<file path="src/rtl/nest_setup_ctrl_pkg.sv">
// -----------------------------------------------------------------------------
// nest_setup_ctrl_pkg
// Shared parameters for the nest setup sequencer and its bounds helper.
// The playfield coordinate widths, the playfield extent and the nest radius
// live here so nests, food sources and the setup sequencer all use the same
// geometry. The sequencer state type is also defined here.
// -----------------------------------------------------------------------------
package nest_setup_ctrl_pkg;

  // Coordinate widths of the playfield.
  localparam int X_bits = 10;
  localparam int Y_bits = 10;

  // Largest legal coordinate on each axis.
  localparam int X_MAX = 639;
  localparam int Y_MAX = 479;

  // A nest must keep this clearance from every playfield edge.
  localparam int NEST_RADIUS = 16;

  typedef enum logic [2:0] {
    IDLE,
    FETCH,
    PROBE,
    CHECK,
    COMMIT,
    DONE,
    FAIL
  } nest_setup_state_t;

  // Counter width for values 0..n-1. A single-valued counter still gets
  // one bit so the port and flop declarations stay legal.
  function automatic int clog2_min1(input int n);
    return (n > 1) ? $clog2(n) : 1;
  endfunction

endpackage : nest_setup_ctrl_pkg

</file>
<file path="src/rtl/nest_setup_ctrl_bounds_check.sv">
// -----------------------------------------------------------------------------
// bounds_check
// Purely combinational margin compare. It flags a coordinate that lies
// closer than MARGIN to any playfield edge. The setup sequencer uses it for
// nests, and food-source placement can reuse it with its own margin.
//
// Ports
//   x              in  XW  candidate x (unsigned)
//   y              in  YW  candidate y (unsigned)
//   out_of_bounds  out 1   high when x or y falls inside the edge margin
// -----------------------------------------------------------------------------
module bounds_check
  import nest_setup_ctrl_pkg::*;
#(
  parameter int XW     = X_bits,
  parameter int YW     = Y_bits,
  parameter int X_LIM  = X_MAX,
  parameter int Y_LIM  = Y_MAX,
  parameter int MARGIN = NEST_RADIUS
) (
  input  logic [XW-1:0] x,
  input  logic [YW-1:0] y,
  output logic          out_of_bounds
);

  // The limits are sized to the coordinate width, so every compare below is
  // unsigned at the same width as the coordinate.
  localparam logic [XW-1:0] X_LO = XW'(MARGIN);
  localparam logic [XW-1:0] X_HI = XW'(X_LIM - MARGIN);
  localparam logic [YW-1:0] Y_LO = YW'(MARGIN);
  localparam logic [YW-1:0] Y_HI = YW'(Y_LIM - MARGIN);

  always_comb begin
    out_of_bounds = (x < X_LO) || (x > X_HI) || (y < Y_LO) || (y > Y_HI);
  end

endmodule : bounds_check

</file>
<file path="src/rtl/nest_setup_ctrl.sv">
// -----------------------------------------------------------------------------
// nest_setup_ctrl
// Setup-phase sequencer. It places NUM_NESTS nests one at a time. For each
// nest it pulls a candidate coordinate, probes the shared collide bus against
// the nests already placed and the obstacle map, and checks the edge margin.
// When the candidate is clean it commits it with a one-cycle SET strobe. If
// the per-nest retry budget runs out, the run stops in FAIL.
//
// Ports
//   setup_clk      in  1          clock, all state changes on the rising edge
//   RESET          in  1          synchronous reset, active low
//   start          in  1          pulse, starts a run from IDLE/DONE/FAIL
//   cand_x/cand_y  in  X/Y_bits   candidate coordinate
//   cand_valid     in  1          candidate present
//   cand_ready     out 1          high in FETCH; transfer on valid&&ready
//   collide_x/y    out X/Y_bits   registered probe coordinate to all nests
//   collision_vec  in  NUM_NESTS  per-nest collision result for the probe
//   obstacle_hit   in  1          wall/obstacle map result for the probe
//   in_x/in_y      out X/Y_bits   committed coordinate to all nests
//   SET            out NUM_NESTS  one-hot, one-cycle write strobe
//   SETUP_PHASE    out 1          high while a run is active
//   placed         out NUM_NESTS  nests committed in the current run
//   done           out 1          level, all nests placed
//   fail           out 1          level, retry budget exhausted
// -----------------------------------------------------------------------------
module nest_setup_ctrl
  import nest_setup_ctrl_pkg::*;
#(
  parameter int NUM_NESTS = 4,
  parameter int MAX_RETRY = 15
) (
  input  logic                 setup_clk,
  input  logic                 RESET,
  input  logic                 start,
  input  logic [X_bits-1:0]    cand_x,
  input  logic [Y_bits-1:0]    cand_y,
  input  logic                 cand_valid,
  output logic                 cand_ready,
  output logic [X_bits-1:0]    collide_x,
  output logic [Y_bits-1:0]    collide_y,
  input  logic [NUM_NESTS-1:0] collision_vec,
  input  logic                 obstacle_hit,
  output logic [X_bits-1:0]    in_x,
  output logic [Y_bits-1:0]    in_y,
  output logic [NUM_NESTS-1:0] SET,
  output logic                 SETUP_PHASE,
  output logic [NUM_NESTS-1:0] placed,
  output logic                 done,
  output logic                 fail
);

  localparam int IDX_W   = clog2_min1(NUM_NESTS);
  localparam int RETRY_W = clog2_min1(MAX_RETRY + 1);

  localparam logic [IDX_W-1:0]   LAST_IDX  = IDX_W'(NUM_NESTS - 1);
  localparam logic [RETRY_W-1:0] RETRY_LIM = RETRY_W'(MAX_RETRY);

  nest_setup_state_t    state_q,       state_d;
  logic [IDX_W-1:0]     idx_q,         idx_d;
  logic [RETRY_W-1:0]   retry_q,       retry_d;
  logic                 cand_ready_q,  cand_ready_d;
  logic [X_bits-1:0]    collide_x_q,   collide_x_d;
  logic [Y_bits-1:0]    collide_y_q,   collide_y_d;
  logic [X_bits-1:0]    in_x_q,        in_x_d;
  logic [Y_bits-1:0]    in_y_q,        in_y_d;
  logic [NUM_NESTS-1:0] set_q,         set_d;
  logic                 setup_phase_q, setup_phase_d;
  logic [NUM_NESTS-1:0] placed_q,      placed_d;
  logic                 done_q,        done_d;
  logic                 fail_q,        fail_d;

  logic                 out_of_bounds;
  logic                 nest_hit;
  logic                 reject;
  logic [NUM_NESTS-1:0] idx_onehot;

  // The margin check works on the registered probe coordinate. That value is
  // stable from PROBE onward, so the result has settled by CHECK.
  bounds_check u_bounds_check (
    .x             (collide_x_q),
    .y             (collide_y_q),
    .out_of_bounds (out_of_bounds)
  );

  always_comb begin
    // Nests that are not yet placed still sit at (0,0) and may report a hit.
    // Only collisions with nests committed in this run count.
    nest_hit   = |(collision_vec & placed_q);
    reject     = nest_hit | obstacle_hit | out_of_bounds;
    idx_onehot = NUM_NESTS'(1) << idx_q;
  end

  always_comb begin
    // NOTE: every *_d starts from its *_q value, so no path through the case
    // leaves a variable unassigned. That is what keeps this block latch-free.
    state_d       = state_q;
    idx_d         = idx_q;
    retry_d       = retry_q;
    collide_x_d   = collide_x_q;
    collide_y_d   = collide_y_q;
    in_x_d        = in_x_q;
    in_y_d        = in_y_q;
    setup_phase_d = setup_phase_q;
    placed_d      = placed_q;
    done_d        = done_q;
    fail_d        = fail_q;
    // SET defaults low rather than holding, so it can only be high for the
    // single cycle after CHECK accepts.
    set_d         = '0;

    unique case (state_q)
      IDLE, DONE, FAIL: begin
        if (start) begin
          state_d       = FETCH;
          idx_d         = '0;
          retry_d       = '0;
          placed_d      = '0;
          setup_phase_d = 1'b1;
          done_d        = 1'b0;
          fail_d        = 1'b0;
        end
      end

      FETCH: begin
        // cand_ready_q is high throughout FETCH, so cand_valid alone marks
        // the transfer edge.
        if (cand_valid) begin
          collide_x_d = cand_x;
          collide_y_d = cand_y;
          state_d     = PROBE;
        end
      end

      PROBE: begin
        state_d = CHECK;
      end

      CHECK: begin
        if (reject) begin
          if (retry_q == RETRY_LIM) begin
            state_d       = FAIL;
            setup_phase_d = 1'b0;
            fail_d        = 1'b1;
          end else begin
            retry_d = retry_q + RETRY_W'(1);
            state_d = FETCH;
          end
        end else begin
          in_x_d   = collide_x_q;
          in_y_d   = collide_y_q;
          set_d    = idx_onehot;
          placed_d = placed_q | idx_onehot;
          state_d  = COMMIT;
        end
      end

      COMMIT: begin
        retry_d = '0;
        if (idx_q == LAST_IDX) begin
          state_d       = DONE;
          setup_phase_d = 1'b0;
          done_d        = 1'b1;
        end else begin
          idx_d   = idx_q + IDX_W'(1);
          state_d = FETCH;
        end
      end

      default: begin
        state_d = IDLE;
      end
    endcase

    // Registered ready. It follows the state being entered, so it is high
    // exactly while the machine sits in FETCH.
    cand_ready_d = (state_d == FETCH);
  end

  // NOTE: state uses non-blocking assignments, so every flop samples the
  // pre-edge value of every other flop regardless of statement order.
  always_ff @(posedge setup_clk) begin
    if (!RESET) begin
      state_q       <= IDLE;
      idx_q         <= '0;
      retry_q       <= '0;
      cand_ready_q  <= 1'b0;
      collide_x_q   <= '0;
      collide_y_q   <= '0;
      in_x_q        <= '0;
      in_y_q        <= '0;
      set_q         <= '0;
      setup_phase_q <= 1'b0;
      placed_q      <= '0;
      done_q        <= 1'b0;
      fail_q        <= 1'b0;
    end else begin
      state_q       <= state_d;
      idx_q         <= idx_d;
      retry_q       <= retry_d;
      cand_ready_q  <= cand_ready_d;
      collide_x_q   <= collide_x_d;
      collide_y_q   <= collide_y_d;
      in_x_q        <= in_x_d;
      in_y_q        <= in_y_d;
      set_q         <= set_d;
      setup_phase_q <= setup_phase_d;
      placed_q      <= placed_d;
      done_q        <= done_d;
      fail_q        <= fail_d;
    end
  end

  assign cand_ready  = cand_ready_q;
  assign collide_x   = collide_x_q;
  assign collide_y   = collide_y_q;
  assign in_x        = in_x_q;
  assign in_y        = in_y_q;
  assign SET         = set_q;
  assign SETUP_PHASE = setup_phase_q;
  assign placed      = placed_q;
  assign done        = done_q;
  assign fail        = fail_q;

endmodule : nest_setup_ctrl

</file>
<file path="config.mk">
export PLATFORM = sky130hd
export DESIGN_NAME = nest_setup_ctrl
export DESIGN_NICKNAME = d
export VERILOG_FILES = /design/src/rtl/nest_setup_ctrl_pkg.sv /design/src/rtl/nest_setup_ctrl_bounds_check.sv /design/src/rtl/nest_setup_ctrl.sv
export SDC_FILE = /design/constraint.sdc
export NUM_CORES = 1
export LEC_CHECK = 0
export ABC_AREA = 1
export CORE_MARGIN = 10
export CORE_UTILIZATION = 40
export CTS_BUF_LIST = sky130_fd_sc_hd__clkbuf_4 sky130_fd_sc_hd__clkbuf_8 sky130_fd_sc_hd__clkbuf_16
export DETAILED_ROUTE_END_ITERATION = 16
export PLACE_DENSITY = 0.71
export RECOVER_POWER = 25
export REMOVE_ABC_BUFFERS = 1
export SLEW_MARGIN = 25
export SYNTH_ARGS = -nofsm -noshare
export SYNTH_HDL_FRONTEND = slang
export SYNTH_SLANG_ARGS = --single-unit
export TNS_END_PERCENT = 50
</file>
<file path="constraint.sdc">
create_clock -name setup_clk -period 2.7 [get_ports setup_clk]
set_input_delay 0.675 -clock setup_clk [delete_from_list [all_inputs] [get_ports setup_clk]]
set_output_delay 0.675 -clock setup_clk [all_outputs]
set_load 0.01 [all_outputs]
</file>
==> flow_summary.toml, run 1 <==
[worst_setup_path]
critical_path_peak_fanout = 22
startpoint_type = "primary input"
worstPathRequired_ns = 2.98
cp_data_arrival_time_ns = 2.42
critPathKind = "primary input to flop"
end_kind = "flop"

[synth]
yosysUniqueCellTypes = 25
ys_ff_latch = 61
syn_avg_cell_area_um2 = 7.45
yosysWarnings = 0
seq_area_frac_synth = 0.483
ys.flop_type = "dfxtp_1"
synth_cells = 339
synth_edf_count = 0
syn_area_um2 = 2530
ys_async_sr_fraction = 0

[placement]
hpwl_mm = 5.26
io_buffers = 80
dpl_cell_area_um2 = 3400
pre_cts_ws_ns = 0.338
gp_congestion = 0.846
dp.cells = 486

[timing]
finalMaxSlewViolations = 0
finClkSkew_ns = 0.00884
fin_crit_ns = 2.15
finalHoldViolCount = 0
worst_slack_ns = 0.553
rsz0062_at_grt = "no"
finalSetupViolations = 0
fmax_mhz = 466
worstMarginPinSlew_ns = 0.833
relSlewSlack = 0.444
final.setup.tns_ns = 0
fin_crit_sh = 0.795

[global_route]
grtUsageTotal = 0.146
top_usage_layer = "met2"
grt_remaining_overflow = 0
grt_pass1_vias = 2378
grt_max_degree = 26
grt_pass1_wl_mm = 11.8
met2_usage = 0.221
grt_use_met3 = 0.0616
antenna_found_initial = 0
use_met1 = 0.180

[routing]
drt-pass1-iter-count = 4
drtAntennaViolNets = 0
drc_errors = 0
drt-wirelength-per-cell_um = 14.3
vias = 2418
avgViaCountPerCell = 4.82
initialDrtViolationCount = 150
routed_wl_mm = 7.17

[outcome]
status = "finished, final reports clean"

[cells_and_area]
fill_cells = 544
layout_commonest_cell = "nand2_1"
layout_common_cells = "nand2_1, clkdlybuf4s50_1, dfxtp_1"
utilization = 0.594
fin_nets = 456
design_area_um2 = 3580
diodes = 0
syn2layout_area_growth_pct = 41.8
drive_above_1_share = 0.0796
register_area_um2 = 1220
final_cells = 502
multi_input_area_um2 = 1110

[die]
row_count = 28
start_util = 0.419
io_pins = 81
die_y_um = 99.5
core_area_um2 = 6030
die_w_um = 99.5
die-area_um2 = 9890

[clock_tree]
root_buffer = "clkbuf_8"
cts_resized = 0
clock_latency_ns = 0.34
clkTransAtPathRegs_ns = 0.07
numCtsBuffers = 9
clock_path_buffers = 2
cts_sinks = 61
ctsHtreeMaxLevel = 3
cts_setup_buffers = 0
cts_tree = "built"
hold_buffers = 0

[pwr]
power_density_nw_per_um2 = 602
leakagePower_nw = 1.36
irDropWorstVdd_uv = 342

[min_path]
min_path_type = "flop to flop"

[run]
maxCapViolCount = 0
[critical path: stages]
cell and delay (ns):
dlygate4sd3_1 0.53, nand2_1 0.06, nand2_1 0.05, nor2_1 0.13
nand2_1 0.07, nor2_1 0.15, nand3_2 0.14, inv_2 0.32
nand2_1 0.17, nor2_1 0.12
[power by group]
part           total (W)  leakage, nW  internal [W]  switching (W)
sequential      0.000975        0.494      0.000941      0.0000344
combinational   0.000363        0.773      0.000165       0.000198
clock           0.000816       0.0943      0.000447       0.000368
[cell type report]
class / count / share of cell area
timing repair buffer: 86 / 0.236
clock inverter: 6 / 0.0175
tap: 75 / 0.0262
inverter: 30 / 0.0314
multi-input combinational: 234 / 0.309
sequential: 61 / 0.341
clock buffer: 10 / 0.0384
[cell usage after synthesis (3+ instances only)]
cell type,instances,area share
a21oi_1,56,0.11
buf_2,5,0.0099
buf_4,3,0.0089
clkbuf_1,5,0.0074
dfxtp_1,61,0.48
ha_1,5,0.025
inv_1,24,0.036
inv_2,4,0.0059
nand2_1,86,0.13
nand2_2,6,0.015
nand3_1,33,0.065
nor2_1,28,0.042
o21ai_0,7,0.014
[flip-flops by register name, summed over array words and instances (netlist names)]
register / cells
in_y: 10
in_x: 10
placed: 4
cand_ready: 1
retry_q: 4
state_q: 3
fail: 1
collide_y: 10
idx_q: 2
SET: 4
done: 1
collide_x: 10
SETUP_PHASE: 1
[cells by family (layout without fill, tap and decap cells)]
kind of cell               Yosys count  after routing  share of synthesized area
AOI/OAI and AO/OA                   67             67                      0.138
and+or+nand+nor                    160            160                      0.274
DFF                                 61             61                      0.483
xor gates and xnor gates             2              2                    0.00694
adders and majority gates            5              5                     0.0248
buffers and inverters               44            132                     0.0723
[path summary, 6_finish.rpt]
| kind | from | end | slack, ns | depth (start not counted) |
|---|---|---|---|---|
| hold / removal | in_y[9] | in_y[9] | 0.44 | 2 |
| setup reg to reg | state_q[0] | fail | 0.66 | 8 |
| setup / recovery | collision_vec[1] | SET[3] | 0.55 | 10 |
| hold reg to reg | in_y[9] | in_y[9] | 0.44 | 2 |
[routing by layer]
metal  part of all wire  wire length [um]
met5                  0                 0
met4             0.0068                49
met3              0.067               479
met2               0.46              3320
met1               0.46              3330
[stage by stage]
stage / hold WS, ns / power [W]
finish: 0.437 / 0.00215
global route: 0.477 / 0.00226
CTS: 0.442 / 0.00218
detailed placement: 0.430 / 0.00137
global placement: 0.427 / 0.00137
floorplan: 0.456 / 0.00118
(Power assumes the default switching activity.)
==> inputs of run 2 (changes only) <==
==> constraint.sdc (replaced) <==
create_clock -name setup_clk -period 2 [get_ports setup_clk]
set_input_delay 0.5 -clock setup_clk [delete_from_list [all_inputs] [get_ports setup_clk]]
set_output_delay 0.5 -clock setup_clk [all_outputs]
set_load 0.01 [all_outputs]
==> run 2 against run 1 <==
Compared with the run above: sequential power grew 35%; critical path depth decreased by 9; clock power up 37%; critical endpoint is now collide_x[5]; register-to-register slack got worse by 0.34 ns; cell count is 0.60% higher; design area rose by 1.9%; critical path type is now flop to output pin; core utilization up 1.1 points; worst setup slack lost 0.40 ns.
==> flow_summary.toml, run 2 (same netlist as run 1, synthesis figures left out) <==
[cells_and_area]
final_cells = 505
fill_cells = 584
diodes = 0
register_area_um2 = 1220
multi_input_area_um2 = 1110
layout_common_cells = "nand2_1, clkdlybuf4s50_1, dfxtp_1"
drive_above_1_share = 0.0884
syn2layout_area_growth_pct = 44.4
layout_commonest_cell = "nand2_1"
fin_nets = 461

[routing]
drt-wirelength-per-cell_um = 14.6
initialDrtViolationCount = 138
routed_wl_mm = 7.38
drtAntennaViolNets = 0
drt-pass1-iter-count = 4
avgViaCountPerCell = 4.90
drc_errors = 0
vias = 2475

[placement]
dp.cells = 491
pre_cts_ws_ns = -0.0123
io_buffers = 80
hpwl_mm = 5.47
gp_congestion = 0.876

[die]
core_area_um2 = 6030
die_w_um = 99.5
io_pins = 81
start_util = 0.419
die_y_um = 99.5
die-area_um2 = 9890
row_count = 28

[global_route]
grt_pass1_vias = 2413
antenna_found_initial = 0
met2_usage = 0.225
grt_remaining_overflow = 0
grt_pass1_wl_mm = 12.2
use_met1 = 0.187
top_usage_layer = "met2"
grtUsageTotal = 0.152
grt_use_met3 = 0.0609
grt_max_degree = 36

[timing]
finClkSkew_ns = 0.00469
final.setup.tns_ns = 0
hold_ws_ns = 0.451
fmax_mhz = 541
finalSetupViolations = 0
fin_crit_ns = 1.85
worst_slack_ns = 0.153
finalHoldViolCount = 0
worstMarginPinSlew_ns = 0.546
fin_crit_sh = 0.924
finalMaxSlewViolations = 0
relSlewSlack = 0.635
rsz0062_at_grt = "no"

[pwr]
leakagePower_nw = 1.41
power_density_nw_per_um2 = 806
irDropWorstVdd_uv = 494

[clock_tree]
clock_latency_ns = 0.33
cts_setup_buffers = 0
cts_tree = "built"
clkTransAtPathRegs_ns = 0.06
clock_path_buffers = 2
numCtsBuffers = 9
hold_buffers = 0
cts_resized = 0
root_buffer = "clkbuf_8"
cts_sinks = 61
ctsHtreeMaxLevel = 3

[worst_setup_path]
cp_data_arrival_time_ns = 1.35
critical_path_peak_fanout = 5
cp_slowest_cell = "clkdlybuf4s50_1"
path_delay_family = "buffers and inverters"
critPathKind = "flop to output pin"
end_kind = "output pin"
startpoint_type = "flop"
critPathBufInv = 1
worstPathRequired_ns = 1.50
cp_cell_sequence = "clkdlybuf4s50_1"
critPathMaxStageDelay_ns = 0.58

[outcome]
status = "finished, final reports clean"

[run]
maxCapViolCount = 0

[min_path]
min_path_type = "flop to flop"
-- run 2: changes by cell type in the layout (fill, tap and decap cells not counted), sizes merged --
cell | before | now
buf | 6 | 10
clkdlybuf4s50 | 76 | 75
clkbuf | 10 | 14
clkinvlp | 3 | 0
dlygate4sd3 | 4 | 5
clkinv | 4 | 2
-- run 2: where the power goes --
part	switching [W]	internal [W]	total (W)	leakage, nW
logic	0.000272	0.000229	0.000501	0.808
clock network	0.000442	0.000678	0.00112	0.105
registers	0.0000467	0.00127	0.00132	0.494
total	0.000761	0.00218	0.00294	1.41
-- run 2: final cells by class --
class | count | share of cell area
Timing Repair Buffer | 91 | 0.248
Multi-Input combinational cell | 234 | 0.305
Clock buffer | 13 | 0.0473
Sequential cell | 61 | 0.335
Clock inverter | 1 | 0.00823
Inverter | 30 | 0.0309
Tap cell | 75 | 0.0257
-- run 2: worst paths after layout --
check	startpoint	end	slack [ns]	depth (start not counted)
min	in_y[9]	in_y[9]	0.45	2
max reg2reg	state_q[2]	collide_x[1]	0.32	5
min reg2reg	in_y[9]	in_y[9]	0.45	2
max	collide_x[5]	collide_x[5]	0.15	1
-- run 2: layer usage --
metal	share of wire	wire, um	up-vias
li1	-	-	1265
met1	0.44	3210	1127
met2	0.46	3400	71
met3	0.082	608	12
met4	0.022	159	0
met5	0	0	-
-- run 2: per-stage QoR --
step           total power (W)  cell area [um2]  utilization
2_1_floorplan          0.00160             2460            -
3_3_place_gp           0.00185             3460        0.574
3_5_place_dp           0.00185             3460        0.574
4_1_cts                0.00297             3660        0.608
5_1_grt                0.00307             3650        0.605
6_report               0.00294             3650        0.605
